==> config.mk <==
export PLATFORM = sky130hd
export DESIGN_NAME = fp_adder_operand_master_flat
export DESIGN_NICKNAME = d
export VERILOG_FILES = /design/src/rtl/fp_adder_operand_master_pkg.sv /design/src/rtl/fp_adder_operand_master_if.sv /design/src/rtl/fp_adder_operand_master_hs_watchdog.sv /design/src/rtl/fp_adder_operand_master.sv /design/src/flat_wrapper.sv
export SDC_FILE = /design/constraint.sdc
export NUM_CORES = 1
export LEC_CHECK = 0
export BUFFER_PORTS_ARGS = -buffer_cell sky130_fd_sc_hd__buf_2
export CAP_MARGIN = 20
export CORE_MARGIN = 2
export CORE_UTILIZATION = 32
export DETAILED_ROUTE_END_ITERATION = 16
export MAX_ROUTING_LAYER = met4
export PLACE_DENSITY = 0.61
export SLEW_MARGIN = 15
export SYNTH_ARGS = -nofsm -noshare
export SYNTH_HDL_FRONTEND = slang
export SYNTH_SLANG_ARGS = --single-unit
==> constraint.sdc <==
create_clock -name clk -period 3 [get_ports clk]
set_input_delay 0.75 -clock clk [delete_from_list [all_inputs] [get_ports clk]]
set_output_delay 0.75 -clock clk [all_outputs]
set_load 0.05 [all_outputs]
==> src/rtl/fp_adder_operand_master_pkg.sv <==
// Shared constants, state encoding and helpers for the FP adder operand master.
package fp_adder_operand_master_pkg;

  localparam logic [63:0] FP_QNAN = 64'hFFF8_0000_0000_0000;
  localparam int unsigned FP_SIGN_BIT = 63;

  typedef enum logic [2:0] {
    IDLE,
    SEND_A,
    SEND_B,
    WAIT_SUM,
    DELIVER
  } fp_master_state_t;

  // Conditionally negate an IEEE-754 double by toggling its sign bit.
  function automatic logic [63:0] fp_flip_sign(input logic [63:0] x, input logic flip);
    logic [63:0] r;
    r = x;
    r[FP_SIGN_BIT] = x[FP_SIGN_BIT] ^ flip;
    return r;
  endfunction

endpackage

==> src/rtl/fp_adder_operand_master_if.sv <==
// Job, adder-operand and result signals of the FP adder operand master.
// master: the operand master itself; slave: the controller/adder environment.
interface fp_adder_operand_master_if #(
  parameter int unsigned TAG_W = 4
) ();

  logic             job_valid;
  logic             job_ready;
  logic [63:0]      job_a;
  logic [63:0]      job_b;
  logic             job_subtract;
  logic [TAG_W-1:0] job_tag;

  logic [63:0]      a;
  logic [63:0]      b;
  logic             a_store_bit;
  logic             b_store_bit;
  logic             a_acknowledgment;
  logic             b_acknowledgment;
  logic [63:0]      sum;
  logic             sum_store_bit;
  logic             sum_acknowledgment;

  logic             result_valid;
  logic             result_ready;
  logic [63:0]      result;
  logic [TAG_W-1:0] result_tag;
  logic             result_timeout;

  modport master (
    input  job_valid, job_a, job_b, job_subtract, job_tag,
    input  a_acknowledgment, b_acknowledgment, sum, sum_store_bit, result_ready,
    output job_ready, a, b, a_store_bit, b_store_bit, sum_acknowledgment,
    output result_valid, result, result_tag, result_timeout
  );

  modport slave (
    output job_valid, job_a, job_b, job_subtract, job_tag,
    output a_acknowledgment, b_acknowledgment, sum, sum_store_bit, result_ready,
    input  job_ready, a, b, a_store_bit, b_store_bit, sum_acknowledgment,
    input  result_valid, result, result_tag, result_timeout
  );

endinterface

==> src/rtl/fp_adder_operand_master_hs_watchdog.sv <==
// Per-job cycle counter; flags the last permitted cycle of a transaction.
module fp_adder_operand_master_hs_watchdog #(
  parameter int unsigned CntW = 9
) (
  input  logic            clk,
  input  logic            rst_n,
  input  logic            clear,
  input  logic            enable,
  input  logic [CntW-1:0] limit,
  output logic            expired
);

  logic [CntW-1:0] count_q;

  // Clear has priority; the count saturates at limit instead of wrapping.
  always_ff @(posedge clk) begin
    if (!rst_n) begin
      count_q <= '0;
    end else if (clear) begin
      count_q <= '0;
    end else if (enable && (count_q != limit)) begin
      count_q <= count_q + CntW'(1);
    end
  end

  // Not gated by enable so the owning FSM can use it without a combinational loop.
  assign expired = (count_q == (limit - CntW'(1)));

endmodule

==> src/rtl/fp_adder_operand_master.sv <==
// Initiator of the FP adder store/acknowledge handshake: sends A then B, collects
// SUM and hands the result plus tag back to the controller. Stalls are aborted
// by a watchdog that returns a quiet NaN.
module fp_adder_operand_master
  import fp_adder_operand_master_pkg::*;
#(
  parameter int unsigned TAG_W          = 4,
  parameter int unsigned TIMEOUT_CYCLES = 256
) (
  input logic                        clk,
  input logic                        rst_n,
  fp_adder_operand_master_if.master  bus
);

  localparam int unsigned CntW = $clog2(TIMEOUT_CYCLES) + 1;

  fp_master_state_t state_q, state_d;
  logic [63:0]      a_q, a_d, b_q, b_d, result_q, result_d;
  logic [TAG_W-1:0] tag_q, tag_d;
  logic             a_stb_q, a_stb_d, b_stb_q, b_stb_d, sum_ack_q, sum_ack_d;
  logic             rv_q, rv_d, tmo_q, tmo_d, job_ready_q, job_ready_d;
  logic             wd_clear, wd_enable, wd_expired, abort;

  fp_adder_operand_master_hs_watchdog #(
    .CntW (CntW)
  ) u_watchdog (
    .clk     (clk),
    .rst_n   (rst_n),
    .clear   (wd_clear),
    .enable  (wd_enable),
    .limit   (CntW'(TIMEOUT_CYCLES)),
    .expired (wd_expired)
  );

  // Next-state and registered-output decode; a transfer beats a same-edge timeout.
  always_comb begin
    state_d   = state_q;
    a_d       = a_q;
    b_d       = b_q;
    tag_d     = tag_q;
    a_stb_d   = a_stb_q;
    b_stb_d   = b_stb_q;
    sum_ack_d = sum_ack_q;
    rv_d      = rv_q;
    result_d  = result_q;
    tmo_d     = tmo_q;
    wd_clear  = 1'b0;
    wd_enable = 1'b0;
    abort     = 1'b0;

    unique case (state_q)
      IDLE: begin
        if (bus.job_valid && job_ready_q) begin
          a_d      = bus.job_a;
          b_d      = fp_flip_sign(bus.job_b, bus.job_subtract);
          tag_d    = bus.job_tag;
          a_stb_d  = 1'b1;
          wd_clear = 1'b1;
          state_d  = SEND_A;
        end
      end
      SEND_A: begin
        wd_enable = 1'b1;
        if (a_stb_q && bus.a_acknowledgment) begin
          a_stb_d = 1'b0;
          b_stb_d = 1'b1;
          state_d = SEND_B;
        end else begin
          abort = wd_expired;
        end
      end
      SEND_B: begin
        wd_enable = 1'b1;
        if (b_stb_q && bus.b_acknowledgment) begin
          b_stb_d   = 1'b0;
          sum_ack_d = 1'b1;
          state_d   = WAIT_SUM;
        end else begin
          abort = wd_expired;
        end
      end
      WAIT_SUM: begin
        wd_enable = 1'b1;
        if (bus.sum_store_bit && sum_ack_q) begin
          result_d  = bus.sum;
          tmo_d     = 1'b0;
          sum_ack_d = 1'b0;
          rv_d      = 1'b1;
          state_d   = DELIVER;
        end else begin
          abort = wd_expired;
        end
      end
      DELIVER: begin
        if (bus.result_ready) begin
          rv_d    = 1'b0;
          state_d = IDLE;
        end
      end
      default: state_d = IDLE;
    endcase

    if (abort) begin
      a_stb_d   = 1'b0;
      b_stb_d   = 1'b0;
      sum_ack_d = 1'b0;
      result_d  = FP_QNAN;
      tmo_d     = 1'b1;
      rv_d      = 1'b1;
      state_d   = DELIVER;
    end

    // Registered so that every output, including job_ready, reads 0 under reset.
    job_ready_d = (state_d == IDLE);
  end

  // FSM state register.
  always_ff @(posedge clk) begin
    if (!rst_n) begin
      state_q <= IDLE;
    end else begin
      state_q <= state_d;
    end
  end

  // Operand, result and handshake registers.
  always_ff @(posedge clk) begin
    if (!rst_n) begin
      a_q         <= '0;
      b_q         <= '0;
      tag_q       <= '0;
      a_stb_q     <= 1'b0;
      b_stb_q     <= 1'b0;
      sum_ack_q   <= 1'b0;
      rv_q        <= 1'b0;
      result_q    <= '0;
      tmo_q       <= 1'b0;
      job_ready_q <= 1'b0;
    end else begin
      a_q         <= a_d;
      b_q         <= b_d;
      tag_q       <= tag_d;
      a_stb_q     <= a_stb_d;
      b_stb_q     <= b_stb_d;
      sum_ack_q   <= sum_ack_d;
      rv_q        <= rv_d;
      result_q    <= result_d;
      tmo_q       <= tmo_d;
      job_ready_q <= job_ready_d;
    end
  end

  assign bus.job_ready          = job_ready_q;
  assign bus.a                  = a_q;
  assign bus.b                  = b_q;
  assign bus.a_store_bit        = a_stb_q;
  assign bus.b_store_bit        = b_stb_q;
  assign bus.sum_acknowledgment = sum_ack_q;
  assign bus.result_valid       = rv_q;
  assign bus.result             = result_q;
  assign bus.result_tag         = tag_q;
  assign bus.result_timeout     = tmo_q;

endmodule

==> src/flat_wrapper.sv <==
// flat-port wrapper written by rule: the top's interface ports become plain ports
module fp_adder_operand_master_flat import fp_adder_operand_master_pkg::*;
#(
  parameter int unsigned TAG_W          = 4,
  parameter int unsigned TIMEOUT_CYCLES = 256
)
  (clk, rst_n, bus_job_valid, bus_job_a, bus_job_b, bus_job_subtract, bus_job_tag, bus_a_acknowledgment, bus_b_acknowledgment, bus_sum, bus_sum_store_bit, bus_result_ready, bus_job_ready, bus_a, bus_b, bus_a_store_bit, bus_b_store_bit, bus_sum_acknowledgment, bus_result_valid, bus_result, bus_result_tag, bus_result_timeout);
  fp_adder_operand_master_if #(.TAG_W(TAG_W)) bus_i ();
  input logic clk;
  input logic rst_n;
  input wire logic [$bits(bus_i.job_valid)-1:0] bus_job_valid;
  input wire logic [$bits(bus_i.job_a)-1:0] bus_job_a;
  input wire logic [$bits(bus_i.job_b)-1:0] bus_job_b;
  input wire logic [$bits(bus_i.job_subtract)-1:0] bus_job_subtract;
  input wire logic [$bits(bus_i.job_tag)-1:0] bus_job_tag;
  input wire logic [$bits(bus_i.a_acknowledgment)-1:0] bus_a_acknowledgment;
  input wire logic [$bits(bus_i.b_acknowledgment)-1:0] bus_b_acknowledgment;
  input wire logic [$bits(bus_i.sum)-1:0] bus_sum;
  input wire logic [$bits(bus_i.sum_store_bit)-1:0] bus_sum_store_bit;
  input wire logic [$bits(bus_i.result_ready)-1:0] bus_result_ready;
  output wire logic [$bits(bus_i.job_ready)-1:0] bus_job_ready;
  output wire logic [$bits(bus_i.a)-1:0] bus_a;
  output wire logic [$bits(bus_i.b)-1:0] bus_b;
  output wire logic [$bits(bus_i.a_store_bit)-1:0] bus_a_store_bit;
  output wire logic [$bits(bus_i.b_store_bit)-1:0] bus_b_store_bit;
  output wire logic [$bits(bus_i.sum_acknowledgment)-1:0] bus_sum_acknowledgment;
  output wire logic [$bits(bus_i.result_valid)-1:0] bus_result_valid;
  output wire logic [$bits(bus_i.result)-1:0] bus_result;
  output wire logic [$bits(bus_i.result_tag)-1:0] bus_result_tag;
  output wire logic [$bits(bus_i.result_timeout)-1:0] bus_result_timeout;
  assign bus_i.job_valid = bus_job_valid;
  assign bus_i.job_a = bus_job_a;
  assign bus_i.job_b = bus_job_b;
  assign bus_i.job_subtract = bus_job_subtract;
  assign bus_i.job_tag = bus_job_tag;
  assign bus_i.a_acknowledgment = bus_a_acknowledgment;
  assign bus_i.b_acknowledgment = bus_b_acknowledgment;
  assign bus_i.sum = bus_sum;
  assign bus_i.sum_store_bit = bus_sum_store_bit;
  assign bus_i.result_ready = bus_result_ready;
  assign bus_job_ready = bus_i.job_ready;
  assign bus_a = bus_i.a;
  assign bus_b = bus_i.b;
  assign bus_a_store_bit = bus_i.a_store_bit;
  assign bus_b_store_bit = bus_i.b_store_bit;
  assign bus_sum_acknowledgment = bus_i.sum_acknowledgment;
  assign bus_result_valid = bus_i.result_valid;
  assign bus_result = bus_i.result;
  assign bus_result_tag = bus_i.result_tag;
  assign bus_result_timeout = bus_i.result_timeout;
  fp_adder_operand_master #(.TAG_W(TAG_W), .TIMEOUT_CYCLES(TIMEOUT_CYCLES)) u_core (.clk(clk), .rst_n(rst_n), .bus(bus_i));
endmodule
==> results of run 1 <==
==> area by class of cell <==
type,count,area share
Tap cell,324,0.03732
Multi-Input combinational cell,667,0.2904
Sequential cell,214,0.3944
Clock inverter,6,0.007372
Inverter,6,0.002304
Antenna cell,3,0.0006911
Timing Repair Buffer,414,0.1997
Clock buffer,36,0.06784
==> Yosys cell counts <==
cell type  instances  area share
a211oi_1           3      0.0029
nor4_1             2      0.0016
a21o_1             1     0.00096
nand4b_1           1      0.0011
a2111oi_0          1      0.0011
nand3_1            7      0.0045
nand4_1            2      0.0016
buf_4             12       0.012
o21bai_1           1     0.00096
nor3b_2            2      0.0032
nor2b_4            1      0.0018
ha_1               3      0.0048
mux2i_1            1      0.0013
nor3_1             3      0.0019
nand2b_1           1     0.00080
o21ba_2            1      0.0013
dfxtp_1          214        0.55
nor2_1            14      0.0067
clkbuf_1          26       0.012
nand2_2            1     0.00080
a32oi_2            1      0.0021
o21ai_0            2      0.0013
a21oi_1          149       0.095
and4_1             1      0.0011
inv_1              6      0.0029
nand2_1          401        0.19
buf_6              5      0.0072
a31oi_1           16       0.013
nor4b_1            3      0.0034
and4b_1            1      0.0013
a21oi_2           40       0.045
buf_2             25       0.016
xor2_1             1      0.0011
xnor2_1            7      0.0079
==> worst max path at each step <==
stage,cells after the start,to,from,slack [ns]
5_1_grt,8,u_core.bus.result[2],u_core.u_watchdog.count_q[0],0.90
6_report,8,u_core.bus.result[3],u_core.u_watchdog.count_q[0],1.04
4_1_cts,1,bus_sum_acknowledgment,u_core.bus.sum_acknowledgment,1.01
2_1_floorplan,5,u_core.bus.result[53],bus_sum_store_bit,1.31
3_5_place_dp,5,u_core.bus.result[52],bus_sum_store_bit,0.90
3_3_place_gp,5,u_core.bus.result[54],bus_sum_store_bit,0.94
==> cells by family after synthesis <==
group,count (synthesis),synth area share
AO/OA/AOI/OAI,215,0.1637
XOR/XNOR,8,0.008972
adder cells (fa/ha/maj),3,0.004807
buffers and inverters,74,0.05014
flip-flops,214,0.5485
multiplexers,1,0.001282
AND/OR/NAND/NOR,440,0.2225
==> stage by stage <==
stage          worst slack, ns  hold WS, ns  instances  utilization  cell area (µm²)
6_report                 1.036       0.4492       1670       0.4506            10860
5_1_grt                 0.9019       0.4656       1669       0.4505            10860
4_1_cts                  1.013       0.4516       1667       0.4503            10860
3_5_place_dp            0.9004       0.4434       1625       0.4164            10040
3_3_place_gp            0.9355       0.4386       1625       0.4164            10040
2_1_floorplan            1.308       0.4860        955            -             7810
==> worst register-to-register path, stage by stage (launching register included) <==
cell and delay, ns:
dfxtp_1 0.39, ha_1 0.21, nand2_1 0.08, nor3_1 0.22, ha_1 0.21, a21oi_1 0.10
a31oi_4 0.18, buf_12 0.32, a21oi_1 0.14
==> power by group through the flow <==
stage	registers [W]	logic [W]	clock network (W)
floorplan	0.00431	0.000874	0
finish	0.00332	0.00242	0.00299
detailed placement	0.00338	0.00244	0
CTS	0.00332	0.00244	0.00307
global placement	0.00337	0.00243	0
global route	0.00335	0.00260	0.00318
==> layer usage <==
metal	routed length, µm	vias up	global-route usage
met1	10060	3517	0.2173
met2	11650	283	0.2981
li1	-	3853	-
met4	750	0	0.07248
met3	1489	57	0.03688
met5	0	-	-
==> sequential cells by signal, indices dropped and copies added, names as in the netlist <==
name,cells
u_core.bus.job_ready,1
u_core.bus.a,64
u_core.bus.result_tag,4
u_core.bus.result_valid,1
u_core.state_q,3
u_core.bus.a_store_bit,1
u_core.u_watchdog.count_q,9
u_core.bus.result,64
u_core.bus.sum_acknowledgment,1
u_core.bus.b,64
u_core.bus.b_store_bit,1
u_core.bus.result_timeout,1
==> flow_summary.json, run 1 <==
{
  "status": "completed",
  "worstSetupEndpointType": "flop",
  "die_x_um": 160.2,
  "internal_power_w": 0.005599,
  "grt_usage": 0.1810,
  "worst_slew_pin_slew_ns": 0.7697,
  "start_util": 0.3240,
  "cts_tree": "yes",
  "clk_pin_slew_ns": 0.06,
  "cts_resized": 0,
  "max_stage_delay_ns": 0.39,
  "synth.avg_cell_area_um2": 8.178,
  "power.leakage_nw": 4.777,
  "vias": 7710,
  "r2r_start": "u_core.u_watchdog.count_q[0]",
  "drt_iter0_drc": 630,
  "cap_violations": 0,
  "power_frac_seq": 0.380,
  "min_to": "u_core.bus.a[48]",
  "netlist_area_um2": 7810,
  "p_total_w": 0.008731,
  "via_per_inst": 4.617,
  "final_common_cell": "buf_2",
  "start_kind": "flop",
  "clockBufferDepth": 3,
  "wl_per_cell_um": 14.34,
  "ant_nets": 0,
  "setup_viol": 0,
  "gp_congestion": 0.8457,
  "crit_required_ns": 3.38,
  "max_slew_margin": 0.4869,
  "switching_power_w": 0.003132,
  "final.period_utilization": 0.6548,
  "grt_pass1_wl_um": 37320,
  "synth-seq-area-share": 0.5485,
  "drive_gt1_frac": 0.3738,
  "skew_ns": 0.008551,
  "rrSetupSlack_ns": 1.04,
  "die_h_um": 160.2,
  "hold_buffers": 0,
  "area_growth_pct": 39.09,
  "max_freq_mhz": 509.0,
  "r2r_end": "u_core.bus.result[3]",
  "insertion_delay_ns": 0.51,
  "cp_max_fo": 56,
  "grt_max_degree": 149,
  "synth-seq-cells": 214,
  "totalWireLength_um": 23950,
  "crit_type": "flop to flop",
  "cp_top_family": "adder cells",
  "ir_drop_mv": 0.3635,
  "place.port_buffers": 405,
  "layout.nets": 1534,
  "grt_antenna_before_repair": 2,
  "cts_sinks": 214,
  "cp_cell_sequence": "ha_1, nand2_1, nor3_1, ha_1, a21oi_1, a31oi_4, buf_12, a21oi_1",
  "clkPwrFrac": 0.343,
  "cts_max_level": 1,
  "seq_area_um2": 4284,
  "place_hpwl_um": 16770,
  "grt_pass1_vias": 7243,
  "rows": 57,
  "worstHoldPathType": "flop to flop",
  "min_delay_path_depth": 2,
  "yosysWarningCount": 0,
  "power_density_nw_per_um2": 803.7,
  "slew_viol_final": 0,
  "reg2regPathDepth": 8,
  "grt_overflow": 0,
  "dr.pass1.iters": 5,
  "fin_setup_tns_ns": 0,
  "layout_common_cells": "buf_2, nand2_1, dfxtp_1, a21oi_1, a21oi_2",
  "postCtsSetupRepairBufs": 0,
  "slowest_stage": "dfxtp_1",
  "hold_start": "u_core.bus.a[48]",
  "multi_input_area_um2": 3154,
  "hold_viol_final": 0,
  "cts-buffers-inserted": 24,
  "sw_frac_of_total": 0.3588,
  "core_um2": 24110,
  "critPathArrivalTime_ns": 2.34,
  "power_frac_comb": 0.277,
  "io_pins": 406,
  "drc": 0,
  "root_buffer": "clkbuf_16",
  "fp.dieArea_um2": 25670,
  "synthCells": 955,
  "syn-num-nets": 1162,
  "n_fill_cell": 2474,
  "rsz0062_at_grt": "no",
  "period_needed_ns": 1.964,
  "critical_path_buf_inv_count": 1,
  "ys_types": 34
}
Note: power is estimated with default switching activity, not from simulation.
==> inputs of run 2 (changes only) <==
- clock period: 3 -> 1.84 ns (I/O delays scaled with it)
==> flow_summary.json, run 2 (same netlist as run 1, synthesis figures left out) <==
{
  "drt_iter0_drc": 550,
  "die_x_um": 160.2,
  "io_pins": 406,
  "start_util": 0.3240,
  "cts-buffers-inserted": 24,
  "min_delay_path_depth": 3,
  "layout_common_cells": "buf_2, nand2_1, dfxtp_1, a21oi_1, a21oi_2",
  "grt_antenna_before_repair": 2,
  "insertion_delay_ns": 0.51,
  "place.port_buffers": 405,
  "n_fill_cell": 2470,
  "fp.dieArea_um2": 25670,
  "skew_ns": 0.005931,
  "vias": 7800,
  "grt_pass1_vias": 7179,
  "totalWireLength_um": 24490,
  "rows": 57,
  "via_per_inst": 4.591,
  "ant_nets": 0,
  "grt_max_degree": 121,
  "max_stage_delay_ns": 0.35,
  "clk_pin_slew_ns": 0.06,
  "reg2regPathDepth": 9,
  "worstSetupEndpointType": "flop",
  "ir_drop_mv": 0.5336,
  "max_freq_mhz": 571.0,
  "die_h_um": 160.2,
  "power_density_nw_per_um2": 1285,
  "status": "completed",
  "power.leakage_nw": 4.948,
  "drc": 0,
  "crit_required_ns": 2.24,
  "setup_viol": 0,
  "dr.pass1.iters": 5,
  "cp_max_fo": 13,
  "clockBufferDepth": 3,
  "slowest_stage": "dfxtp_1",
  "period_needed_ns": 1.751,
  "cap_violations": 0,
  "slew_viol_final": 0,
  "worstSetupStartpoint": "u_core.u_watchdog.count_q[1]",
  "worst_slew_pin_slew_ns": 0.5791,
  "r2r_start": "u_core.u_watchdog.count_q[1]",
  "final.period_utilization": 0.9518,
  "instances_no_fill": 1699,
  "layout.nets": 1564,
  "rsz0062_at_grt": "no",
  "core_um2": 24110,
  "p_total_w": 0.01441,
  "grt_overflow": 0,
  "cts_sinks": 214,
  "critPathArrivalTime_ns": 2.15,
  "place_hpwl_um": 17630,
  "fin_setup_tns_ns": 0,
  "grt_pass1_wl_um": 37610,
  "dp_cells": 1650,
  "worstHoldPathType": "input port to flop",
  "area_growth_pct": 43.59,
  "hold_viol_final": 0,
  "cts_tree": "yes",
  "cts_max_level": 1,
  "crit_type": "flop to flop",
  "final_common_cell": "buf_2",
  "cp_cell_sequence": "ha_2, nand2_1, nor3_2, ha_2, a21oi_1, a31oi_4, buf_12, clkbuf_16, a21oi_2",
  "wl_per_cell_um": 14.42,
  "start_kind": "flop",
  "grt_usage": 0.1833,
  "cpMostUsedCell": "ha_2",
  "drive_gt1_frac": 0.3882,
  "root_buffer": "clkbuf_16",
  "multi_input_area_um2": 3166,
  "hold_start": "bus_job_a[14]",
  "max_slew_margin": 0.6139,
  "gp_congestion": 0.8578,
  "seq_area_um2": 4284
}
==> run 2: worst paths after layout <==
path	slack [ns]	endpoint
max	0.09	u_core.bus.result[37]
max reg2reg	0.09	u_core.bus.result[37]
min	0.18	u_core.bus.a[14]
min reg2reg	0.45	u_core.bus.a[6]
==> run 2: repair_timing <==
item / 4_1_cts / 5_1_grt
pin swaps: 0 / 3
setup endpoints to repair: 1 / 72
hold buffers: 0 / 0
gates cloned: 0 / 2
resized for setup: 1 / 4
buffers inserted: 0 / 3
==> run 2: metal layers <==
metal	GRT usage	share of wire
met4	0.05733	0.028
met2	0.3072	0.48
met3	0.03506	0.065
met1	0.2235	0.43
met5	-	0
==> run 2: area by class of cell <==
class                      count  area share
sequential                   214      0.3820
inverter                       6    0.002231
clock inverter                 6    0.005355
timing repair buffer         444      0.2285
antenna                        2   0.0004463
multi-input combinational    667      0.2823
tap                          324     0.03615
clock buffer                  36     0.06304
==> run 2: where the power goes <==
| group | total, W | switching (W) | internal (W) |
|---|---|---|---|
| clock | 0.00465 | 0.00187 | 0.00278 |
| sequential | 0.00538 | 0.000250 | 0.00513 |
| combinational | 0.00439 | 0.00309 | 0.00130 |
| total | 0.0144 | 0.00521 | 0.00920 |
==> run 2: per-stage QoR <==
stage	hold slack [ns]	util	cell area, µm²	worst slack (ns)
after floorplan	0.4860	-	7810	0.1548
after global placement	0.4386	0.4289	10340	0.05900
after detailed placement	0.4430	0.4289	10340	0.009703
after CTS	0.1599	0.4609	11110	0.02938
after global routing	0.1737	0.4652	11210	0.008141
final	0.1831	0.4652	11210	0.08872
==> run 2: worst max-delay path: cells and delay by family (launching register included) <==
| kind | cells | cell delay, ns |
|---|---|---|
| compound gates | 3 | 0.30 |
| fa+ha+maj | 2 | 0.41 |
| buf+inv | 2 | 0.34 |
| flops | 1 | 0.35 |
| simple gates | 2 | 0.23 |
